## config.mk

```make
export PLATFORM = sky130hd
export DESIGN_NAME = zombie_game
export DESIGN_NICKNAME = d
export VERILOG_FILES = /design/src/rtl/zombie_game.sv
export SDC_FILE = /design/constraint.sdc
export NUM_CORES = 1
export LEC_CHECK = 0
export ABC_CLOCK_PERIOD_IN_PS = 4300
export BUFFER_PORTS_ARGS = -buffer_cell sky130_fd_sc_hd__buf_2
export CORE_MARGIN = 1
export CORE_UTILIZATION = 30
export CTS_CLUSTER_SIZE = 40
export DETAILED_ROUTE_END_ITERATION = 10
export GPL_TIMING_DRIVEN = 0
export PLACE_DENSITY_LB_ADDON = 0.2
export REMOVE_ABC_BUFFERS = 1
export SYNTH_ARGS = -nofsm -noshare
export SYNTH_HDL_FRONTEND = slang
export SYNTH_SLANG_ARGS = --single-unit
```

## constraint.sdc

```tcl
create_clock -name clk -period 4.3 [get_ports clk]
set_input_delay 1.075 -clock clk [delete_from_list [all_inputs] [get_ports clk]]
set_output_delay 1.075 -clock clk [all_outputs]
set_load 0.005 [all_outputs]
```

## src/rtl/zombie_game.sv

```systemverilog
// Whack-a-zombie game: LFSR-placed zombies pop up each tick, punches score hits or misses.
// A zombie escapes after UP_TICKS ticks; score and miss saturate at their maximum.
module zombie_game #(
    parameter int N_HOLES    = 3,
    parameter int SCORE_W    = 8,
    parameter int TICK_DIV   = 1000,
    parameter int GAME_TICKS = 60,
    parameter int UP_TICKS   = 4
) (
    input  logic               clk,
    input  logic               rst,
    input  logic               start,
    input  logic               abort,
    input  logic [N_HOLES-1:0] btn,
    output logic [N_HOLES-1:0] led,
    output logic [SCORE_W-1:0] score,
    output logic [SCORE_W-1:0] miss,
    output logic [7:0]         time_left,
    output logic [1:0]         state,
    output logic               game_over
);
    localparam int HOLE_W = $clog2(N_HOLES);
    localparam int CNT_W  = $clog2(TICK_DIV);
    localparam int UP_W   = $clog2(UP_TICKS + 1);

    typedef enum logic [1:0] {IDLE = 2'd0, PLAY = 2'd1, FINISH = 2'd2} state_t;

    state_t             state_q, state_d;
    logic [N_HOLES-1:0] led_q, led_d;
    logic [SCORE_W-1:0] score_q, score_d, miss_q, miss_d;
    logic [7:0]         time_left_q, time_left_d;
    logic               game_over_q, game_over_d;
    logic [15:0]        lfsr_q, lfsr_d;
    logic [N_HOLES-1:0] btn_q, btn_d;
    logic               start_q, start_d, held_q, held_d;
    logic [CNT_W-1:0]   cnt_q, cnt_d;
    logic               active_q, active_d;
    logic [HOLE_W-1:0]  hole_q, hole_d;
    logic [UP_W-1:0]    up_q, up_d;

    logic [N_HOLES-1:0] press;
    logic               start_rise, tick, hit;
    logic [1:0]         miss_inc;

    function automatic logic [SCORE_W-1:0] sat_add(input logic [SCORE_W-1:0] v,
                                                   input logic [1:0] inc);
        logic [SCORE_W:0] s;
        s = {1'b0, v} + (SCORE_W + 1)'(inc);
        if (s[SCORE_W]) return '1;
        return s[SCORE_W-1:0];
    endfunction

    // Fibonacci form, taps 16,14,13,11; a nonzero seed never reaches zero.
    function automatic logic [15:0] lfsr_next(input logic [15:0] l);
        return {l[14:0], l[15] ^ l[13] ^ l[12] ^ l[10]};
    endfunction

    always_comb begin
        state_d     = state_q;
        score_d     = score_q;
        miss_d      = miss_q;
        time_left_d = time_left_q;
        cnt_d       = cnt_q;
        active_d    = active_q;
        hole_d      = hole_q;
        up_d        = up_q;
        btn_d       = btn;
        start_d     = start;
        held_d      = held_q & start;
        lfsr_d      = lfsr_next(lfsr_q);
        miss_inc    = 2'd0;

        press      = btn & ~btn_q;
        start_rise = start & ~start_q & ~held_q;
        tick       = (state_q == PLAY) && (cnt_q == CNT_W'(TICK_DIV - 1));
        hit        = active_q && press[hole_q];

        case (state_q)
            IDLE, FINISH: begin
                if (start_rise) begin
                    state_d     = PLAY;
                    score_d     = '0;
                    miss_d      = '0;
                    cnt_d       = '0;
                    active_d    = 1'b0;
                    up_d        = '0;
                    time_left_d = 8'(GAME_TICKS);
                end
            end
            PLAY: begin
                if (abort || time_left_q == 8'd0) begin
                    state_d = FINISH;
                end else begin
                    cnt_d = tick ? '0 : cnt_q + CNT_W'(1);
                    if (hit) begin
                        score_d  = sat_add(score_q, 2'd1);
                        active_d = 1'b0;
                    end else if (|press) begin
                        miss_inc = 2'd1;
                    end
                    if (tick) begin
                        time_left_d = time_left_q - 8'd1;
                        if (!active_q) begin
                            active_d = 1'b1;
                            hole_d   = HOLE_W'(lfsr_q[7:0] % 8'(N_HOLES));
                            up_d     = UP_W'(UP_TICKS);
                        end else if (!hit) begin
                            up_d = up_q - UP_W'(1);
                            // Escape clears the zombie; the respawn waits for the next tick.
                            if (up_q == UP_W'(1)) begin
                                active_d = 1'b0;
                                miss_inc = miss_inc + 2'd1;
                            end
                        end
                    end
                    miss_d = sat_add(miss_q, miss_inc);
                end
            end
            default: state_d = IDLE;
        endcase

        led_d = '0;
        if (state_d == FINISH) led_d = '1;
        else if (state_d == PLAY && active_d) led_d = N_HOLES'(1) << hole_d;
        game_over_d = (state_d == FINISH);
    end

    always_ff @(posedge clk) begin
        if (rst) begin
            state_q     <= IDLE;
            led_q       <= '0;
            score_q     <= '0;
            miss_q      <= '0;
            time_left_q <= '0;
            game_over_q <= 1'b0;
            lfsr_q      <= 16'hACE1;
            btn_q       <= '0;
            start_q     <= 1'b0;
            held_q      <= start;
            cnt_q       <= '0;
            active_q    <= 1'b0;
            hole_q      <= '0;
            up_q        <= '0;
        end else begin
            state_q     <= state_d;
            led_q       <= led_d;
            score_q     <= score_d;
            miss_q      <= miss_d;
            time_left_q <= time_left_d;
            game_over_q <= game_over_d;
            lfsr_q      <= lfsr_d;
            btn_q       <= btn_d;
            start_q     <= start_d;
            held_q      <= held_d;
            cnt_q       <= cnt_d;
            active_q    <= active_d;
            hole_q      <= hole_d;
            up_q        <= up_d;
        end
    end

    assign led       = led_q;
    assign score     = score_q;
    assign miss      = miss_q;
    assign time_left = time_left_q;
    assign state     = state_q;
    assign game_over = game_over_q;
endmodule

```

Word-level counts from Yosys, hierarchy flattened
Cells that the tools add are included.
{"block": "op_classes", "add_sub_neg": 6, "shift": 1, "magnitude_cmp": 1, "n_eq_ne": 11, "n_mux": 61, "div_mod_pow": 1, "bitwise": 10, "reduce_logical": 13}
{"cell": "$mux 8", "n": 11}
{"cell": "$pmux 8 s2", "n": 3}
{"cell": "$mux 10", "n": 3}
{"cell": "$mux 2", "n": 14}
{"cell": "$mux 3", "n": 7}
{"cell": "$pmux 10 s2", "n": 1}
{"cell": "$mux 1", "n": 18}
{"cell": "$add 10x1->10 const B", "n": 1}
{"cell": "$eq 10x10->1 const B", "n": 1}
{"cell": "$add 8x1->9 const B", "n": 1}
{"cell": "$add 8x2->9", "n": 1}
{"cell": "$logic_not 8->1", "n": 1}
{"cell": "$mod 8x2->8 const B", "n": 1}
{"cell": "$ne 2x2->1 const B", "n": 4}
{"cell": "$reduce_and 4->1", "n": 2}
{"cell": "$sub 8x1->8 const B", "n": 1}
{"cell": "$pmux 3 s2", "n": 1}
{"cell": "$reduce_and 5->1", "n": 1}
{"cell": "$eq 2x1->1 const B", "n": 2}
{"cell": "$eq 2x2->1 const B", "n": 2}
{"cell": "$pmux 2 s2", "n": 1}
{"cell": "$and 1x1->1", "n": 3}
{"cell": "$and 3x3->3", "n": 1}
{"cell": "$eq 3x1->1 const B", "n": 1}
{"cell": "other kinds (17)", "n": 22}
{"block": "word_totals", "output_inout_bits": 30, "reg_bits": 67, "input_bits": 7, "word_cells": 118}

Logic depth before layout (Yosys ltp)
Gate-level depths: netlist (run 1).
{"block": "depth", "ltp_word": 22, "depth_mapped": 18, "mapped_depth_nobuf": 18}

Least setup slack after synthesis (run 1)
OpenSTA, ideal clock, no wires.
{"block": "synth_path", "path_type": "input to register", "start": "input btn[1]", "end": "register miss_q[0], in the netlist miss[0]", "arrival_time_ps": 3429, "required_ps": 4209, "setup_ps": 91, "stages": 16, "path_buffers": 0, "setup_slack_ps": 780, "path_cell_list": "nor2b_1 > nand2_1 > o21ai_0 > o21a_1 > a21oi_1 > ha_1 > a31oi_1 > o22ai_1 > ha_1 > inv_1 > fa_1 > nor2_1 > nand3_1 > inv_1 > nand3_1 > a311oi_1"}
{"block": "synth_between", "elab_chain_cells": 21, "elab_cells_between_ends": 23, "classes_between": "add/sub (2); mux (18); bitwise (1); reduce/logical (2)"}
{"item": "from (decl)", "line": "14", "rtl": "input logic [N_HOLES-1:0] btn,"}
{"item": "$and 3x3->3 *", "line": "73", "rtl": "press = btn & ~btn_q;"}
{"item": "$bmux 1 s2", "line": "76", "rtl": "hit = active_q && press[hole_q];"}
{"item": "$mux 1 (implied by the code)", "line": "76"}
{"item": "$logic_and 1x1->1", "line": "76"}
{"item": "$mux 1", "line": "95", "rtl": "if (hit) begin"}
{"item": "$mux 2", "line": "91", "rtl": "if (abort || time_left_q == 8'd0) begin"}
{"item": "$mux 2", "line": "78", "rtl": "case (state_q)"}
{"item": "$add 2x1->2", "line": "112", "rtl": "miss_inc = miss_inc + 2'd1;"}
{"item": "[5 not listed]"}
{"item": "$mux 2 *", "line": "78"}
{"item": "$add 8x2->9 *", "line": "48", "rtl": "s = {1'b0, v} + (SCORE_W + 1)'(inc);"}
{"item": "$mux 1", "line": "49", "rtl": "if (s[SCORE_W]) return '1;"}
{"item": "$mux 1", "line": "91"}
{"item": "$mux 1", "line": "78"}
{"item": "$mux 8 *", "line": "50", "rtl": "return s[SCORE_W-1:0];"}
{"item": "$mux 8 *", "line": "91"}
{"item": "$pmux 8 s2 *", "line": "78"}
{"item": "to (signal assigned)", "line": "148", "rtl": "miss_q <= miss_d;"}
{"item": "to (decl)", "line": "30", "rtl": "logic [SCORE_W-1:0] score_q, score_d, miss_q, miss_d;"}
Every way passes the cells marked *; elsewhere a longest branch is shown, timed or not. The select of a mux whose other input is x is not followed.
A chain may end at the register's enable or synchronous reset.

Final worst setup path (run 1)
Ends and elaborated chain as after synthesis.

==> results of run 1 <==
power groups by stage:
stage / combinational, mW / clock [mW] / sequential (mW)
4_1_cts: 0.187 / 0.621 / 0.678
6_report: 0.185 / 0.597 / 0.677
3_3_place_gp: 0.184 / 0 / 0.692
2_1_floorplan: 0.135 / 0 / 0.686
5_1_grt: 0.211 / 0.650 / 0.683
3_5_place_dp: 0.186 / 0 / 0.692
layout by cell type (no fill, tap or decap), types with 8 or more instances in the layout:
cell and instances:
inv_1 17, nor2_1 40, and3_1 9, clkbuf_8 11, buf_2 36, nand2b_1 12
xnor2_1 8, dfxtp_1 67, ha_1 11, nor2b_1 15, a21oi_1 46, nand3_1 10
xor2_1 11, o21ai_0 24, nand2_1 28, nor3_1 10
state kept, by name (all words and copies together), names as in the netlist:
register and flops:
active_q 1, lfsr_q 16, btn_q 3, led 3, up_q 3, hole_q 2
state 2, cnt_q 10, time_left 8, start_q 1, score 8, miss 8
held_q 1, game_over 1
worst max path at each step:
stage               cells after the start  slack (ns)  endpoint    from
floorplan                              16        0.78   miss[0]  btn[1]
global placement                       17        0.17   miss[0]  btn[1]
detailed placement                     17        0.11   miss[0]  btn[1]
CTS                                    17        0.48   miss[0]  btn[1]
global route                           17        0.21   miss[0]  btn[1]
finish                                 17        0.51   miss[0]  btn[1]
metrics by stage:
| stage | power [mW] | instance area (µm²) | hold slack [ns] |
|---|---|---|---|
| after global routing | 1.54 | 3870 | 0.445 |
| after global placement | 0.875 | 3650 | 0.394 |
| after floorplan | 0.822 | 3290 | 0.389 |
| final | 1.46 | 3870 | 0.414 |
| after CTS | 1.49 | 3870 | 0.418 |
| after detailed placement | 0.878 | 3650 | 0.397 |
metal layers:
metal | vias up | share of wire, % | global-route usage, % | routed length, µm
li1 | 1462 | - | - | -
met1 | 1287 | 49 | 17.1 | 3580
met2 | 31 | 46 | 22.0 | 3340
met3 | 11 | 3.2 | 3.62 | 235
met4 | 0 | 1.6 | 5.58 | 115
met5 | - | 0 | 0 | 0
worst max-delay path, stage by stage:
cell and delay, ns:
buf_2 0.09, nor2b_1 0.20, nand2_1 0.07, o21ai_0 0.09
o21a_1 0.21, a21oi_1 0.09, ha_1 0.29, a31oi_1 0.07
o22ai_1 0.19, ha_1 0.21, inv_1 0.06, fa_1 0.42
nor2_1 0.16, nand3_1 0.14, inv_1 0.10, nand3_1 0.23
a311oi_1 0.34
final cells by class:
cell class / count / area (µm²)
Tap cell: 140 / 175
Multi-Input combinational cell: 301 / 1880
Inverter: 18 / 67.6
Clock buffer: 12 / 155
Timing Repair Buffer: 36 / 180
Sequential cell: 67 / 1340
Clock inverter: 4 / 72.6
Fill cell: 1117 / 7010
kinds of logic (layout without fill, tap and decap cells):
group	count (synthesis)	after routing	synth area share, %
AOI/OAI and AO/OA	99	99	17.4
muxes	3	3	1.26
buffers and inverters	35	70	4.45
xor gates and xnor gates	19	19	4.93
DFF	67	67	39.8
and+or+nand+nor	168	168	27.6
adders and majority gates	12	12	4.67
==> results.cfg, run 1 <==
[outcome]
outcome = finished clean

[placed_design]
place_ws_ns = 0.115
place.gp.congestion = 0.751
dp.final_hpwl_um = 5110
placed_cells = 562
port-buffer-count = 36

[route]
dr_total_vias = 2791
first_iter_violations = 137
drt_first_pass_iters = 4
ant_nets = 0
route.detailed.drc = 0
viasPerCell = 4.83
wirelength_um = 7280
wl_per_cell_um = 12.6

[global_routing]
grt_pass1_vias = 2610
gr-total-overflow = 0
antenna_found_initial = 0
grt_util_all_layers_pct = 13.6
grt_pass1_wl_um = 12400
grt_start_max_net_pins = 57

[power]
vdd_drop_max_uv = 198
swShare_pct = 25.4
p_int_mw = 1.09
p_clk_share_pct = 40.9
p_comb_share_pct = 12.7
switching_power_uw = 370
pwr-share-seq_pct = 46.4
p_leak_nw = 1.53
powerDensity_nw_per_um2 = 377

[setup_path]
reg2reg_slack_ns = 0.88
worstReg2RegEnd = miss[0]
path_class = primary input to flop
end_kind = flop
cp_max_fo = 6
rr_startpoint = state[0]
critPathArrivalTime_ns = 4.03
r2r_cells = 12
required_ns = 4.54
startpoint_type = primary input

[timing]
fin_worst_skew_ns = 0.00772
finalSetupTns_ns = 0
tightest_slew_ns = 1.05
drv_slew = 0
clock.fmax_mhz = 264
max_slew_margin_pct = 30.2
hold_violations = 0
rsz0062_at_grt = no
min_period_ns = 3.79
setup_viol = 0
final.period_utilization_pct = 88.1
setup_ws_ns = 0.513

[cts]
htreeDepth = 3
clockRootBuffer = clkbuf_8
cts_buffers = 9
cts_num_sinks = 67
cts_tree = done
clk_path_buf_depth = 2
hold_buffers = 0
cts_resized = 0
clkTransAtPathRegs_ns = 0.07
post_cts_buffers = 0
insertion_delay_ns = 0.34

[logic_synthesis]
synth_ff_type = dfxtp_1
synthTopCellsByCount = 67 x dfxtp_1, 46 x a21oi_1, 40 x nor2_1
ys_top_cells_by_area = dfxtp_1 40%, a21oi_1 6.8%, nor2_1 4.5%
synth_most_common_cell = dfxtp_1
yosysTopAreaCell = dfxtp_1
ys_seq_area_share_pct = 39.8
synthCells = 403
synth_edf_count = 0
ys_ff_latch = 67
synth_area_per_cell_um2 = 8.37
ys_warn_count = 0
syn_area_um2 = 3370
synth_top_area_share_pct = 39.8
synthArstFlopShare_pct = 0
ys_types = 60

[hold_path]
hp-start = lfsr_q[14]
holdPathStages = 1
hp-class = flop to flop
holdPathEnd = lfsr_q[15]

[layout]
diodes = 0
areaGrowthSynthToFinish_pct = 14.8
nets = 452
utilization_pct = 35.6
drive_gt1_share_pct = 16.0
stdcell_count = 578

[floorplanning]
core_area_um2 = 10900
dieArea_um2 = 11700
initial_core_util_pct = 31.0
io_pins = 37
die-height_um = 108
die_w_um = 108
row_count = 38

[flow_run]
drv_cap = 0
(Power assumes the default switching activity.)
==> inputs of run 2 (changes only) <==
CELL_PAD_IN_SITES_DETAIL_PLACEMENT = 0   (was unset)
CELL_PAD_IN_SITES_GLOBAL_PLACEMENT = 1   (was unset)
==> results.cfg, run 2 (synthesized netlist as in run 1, its figures left out) <==
[layout]
final_cell_mix = 67 x dfxtp_1, 46 x a21oi_1, 40 x nor2_1
mostFrequentLayoutCell = dfxtp_1
multi_input_area_um2 = 1880
utilization_pct = 35.6
nets = 452
largest_register_ffs = 16
regMostFlops = lfsr_q
areaGrowthSynthToFinish_pct = 14.8
reg_top3 = lfsr_q (16), cnt_q (10)
seq_area_um2 = 1340
diodes = 0
num-fill-cells = 1150
drive_gt1_share_pct = 16.2

[route]
drt_first_pass_iters = 4
route.detailed.drc = 0
viasPerCell = 4.85
ant_nets = 0
dr_total_vias = 2804
wl_per_cell_um = 12.7
first_iter_violations = 85
wirelength_um = 7360

[flow_run]
drv_cap = 0

[global_routing]
grt_start_max_net_pins = 57
antenna_found_initial = 0
gr-total-overflow = 0
grt_pass1_vias = 2585
grt_util_all_layers_pct = 13.5
grt_pass1_wl_um = 12300

[power]
powerDensity_nw_per_um2 = 376
p_leak_nw = 1.53
finalPower_mw = 1.46
vdd_drop_max_uv = 161

[timing]
rsz0062_at_grt = no
max_slew_margin_pct = 33.0
hold_violations = 0
setup_viol = 0
tightest_slew_ns = 1.01
clock.fmax_mhz = 266
drv_slew = 0
finalSetupTns_ns = 0
final.period_utilization_pct = 87.4
min_period_ns = 3.76
fin_worst_skew_ns = 0.00923

[hold_path]
holdPathEnd = lfsr_q[10]
holdPathStages = 1
hp-class = flop to flop
hp-start = lfsr_q[9]

[cts]
cts_buffers = 9
cts_resized = 0
post_cts_buffers = 0
cts_num_sinks = 67
htreeDepth = 3
cts_tree = done
hold_buffers = 0
insertion_delay_ns = 0.35
clkTransAtPathRegs_ns = 0.08
clk_path_buf_depth = 2
clockRootBuffer = clkbuf_8

[setup_path]
worstReg2RegEnd = miss[2]
crit_buf_inv = 3
cp_cell_sequence = buf_2, nor2b_1, nand2_1, o21ai_0, o21a_1, a21oi_1, ha_1, a31oi_1, o22ai_1, ha_1, inv_1, fa_1, nor2_1, nand3_1, inv_1, nand3_1, o21ai_0, a22oi_1, nor2_1
cp_max_fo = 6
required_ns = 4.58
rr_startpoint = state[0]
path_class = primary input to flop
cp_top_family = simple AND/OR/NAND/NOR gates
max_stage_delay_ns = 0.42
startpoint_type = primary input
end_kind = flop
critPathArrivalTime_ns = 4.04
reg2reg_slack_ns = 0.88
slowest_stage = fa_1
r2r_cells = 14

[floorplanning]
dieArea_um2 = 11700
initial_core_util_pct = 31.0
io_pins = 37
die-height_um = 108
core_area_um2 = 10900
row_count = 38
die_w_um = 108

[outcome]
outcome = finished clean

[placed_design]
dp.final_hpwl_um = 5200
port-buffer-count = 36
place.gp.congestion = 0.745
-- run 2: metrics by stage --
stage	setup WS [ns]	hold slack [ns]	instance area, µm²	std cells
2_1_floorplan	0.779	0.389	3290	386
3_3_place_gp	0.203	0.395	3650	562
3_5_place_dp	0.197	0.395	3650	562
4_1_cts	0.554	0.415	3870	578
5_1_grt	0.123	0.429	3870	578
6_report	0.540	0.414	3870	578
-- run 2: power breakdown --
group / switching [mW] / leakage [nW] / internal [mW]
logic: 0.100 / 0.872 / 0.0837
registers: 0.0294 / 0.548 / 0.648
clock network: 0.254 / 0.108 / 0.342
total: 0.384 / 1.53 / 1.07
-- run 2: layer usage --
| layer | part of all wire (%) | track usage, % |
|---|---|---|
| met1 | 50 | 17.3 |
| met2 | 45 | 21.3 |
| met3 | 3.2 | 3.68 |
| met4 | 1.7 | 6.07 |
| met5 | 0 | 0 |
-- run 2: cell type report --
cell class / count / share of cell area [%]
clock buffer: 10 / 3.55
clock inverter: 6 / 2.29
multi-input combinational: 301 / 48.6
sequential: 67 / 34.6
tap: 140 / 4.52
inverter: 18 / 1.74
timing repair buffer: 36 / 4.65
-- run 2: worst max-delay path by stage --
stage | end | startpoint | cells past startpoint | slack, ns
CTS | miss[2] | btn[1] | 19 | 0.55
finish | miss[2] | btn[1] | 19 | 0.54
global placement | miss[0] | btn[1] | 17 | 0.20
detailed placement | miss[2] | btn[1] | 19 | 0.20
floorplan | miss[0] | btn[1] | 16 | 0.78
global route | miss[4] | btn[1] | 19 | 0.12
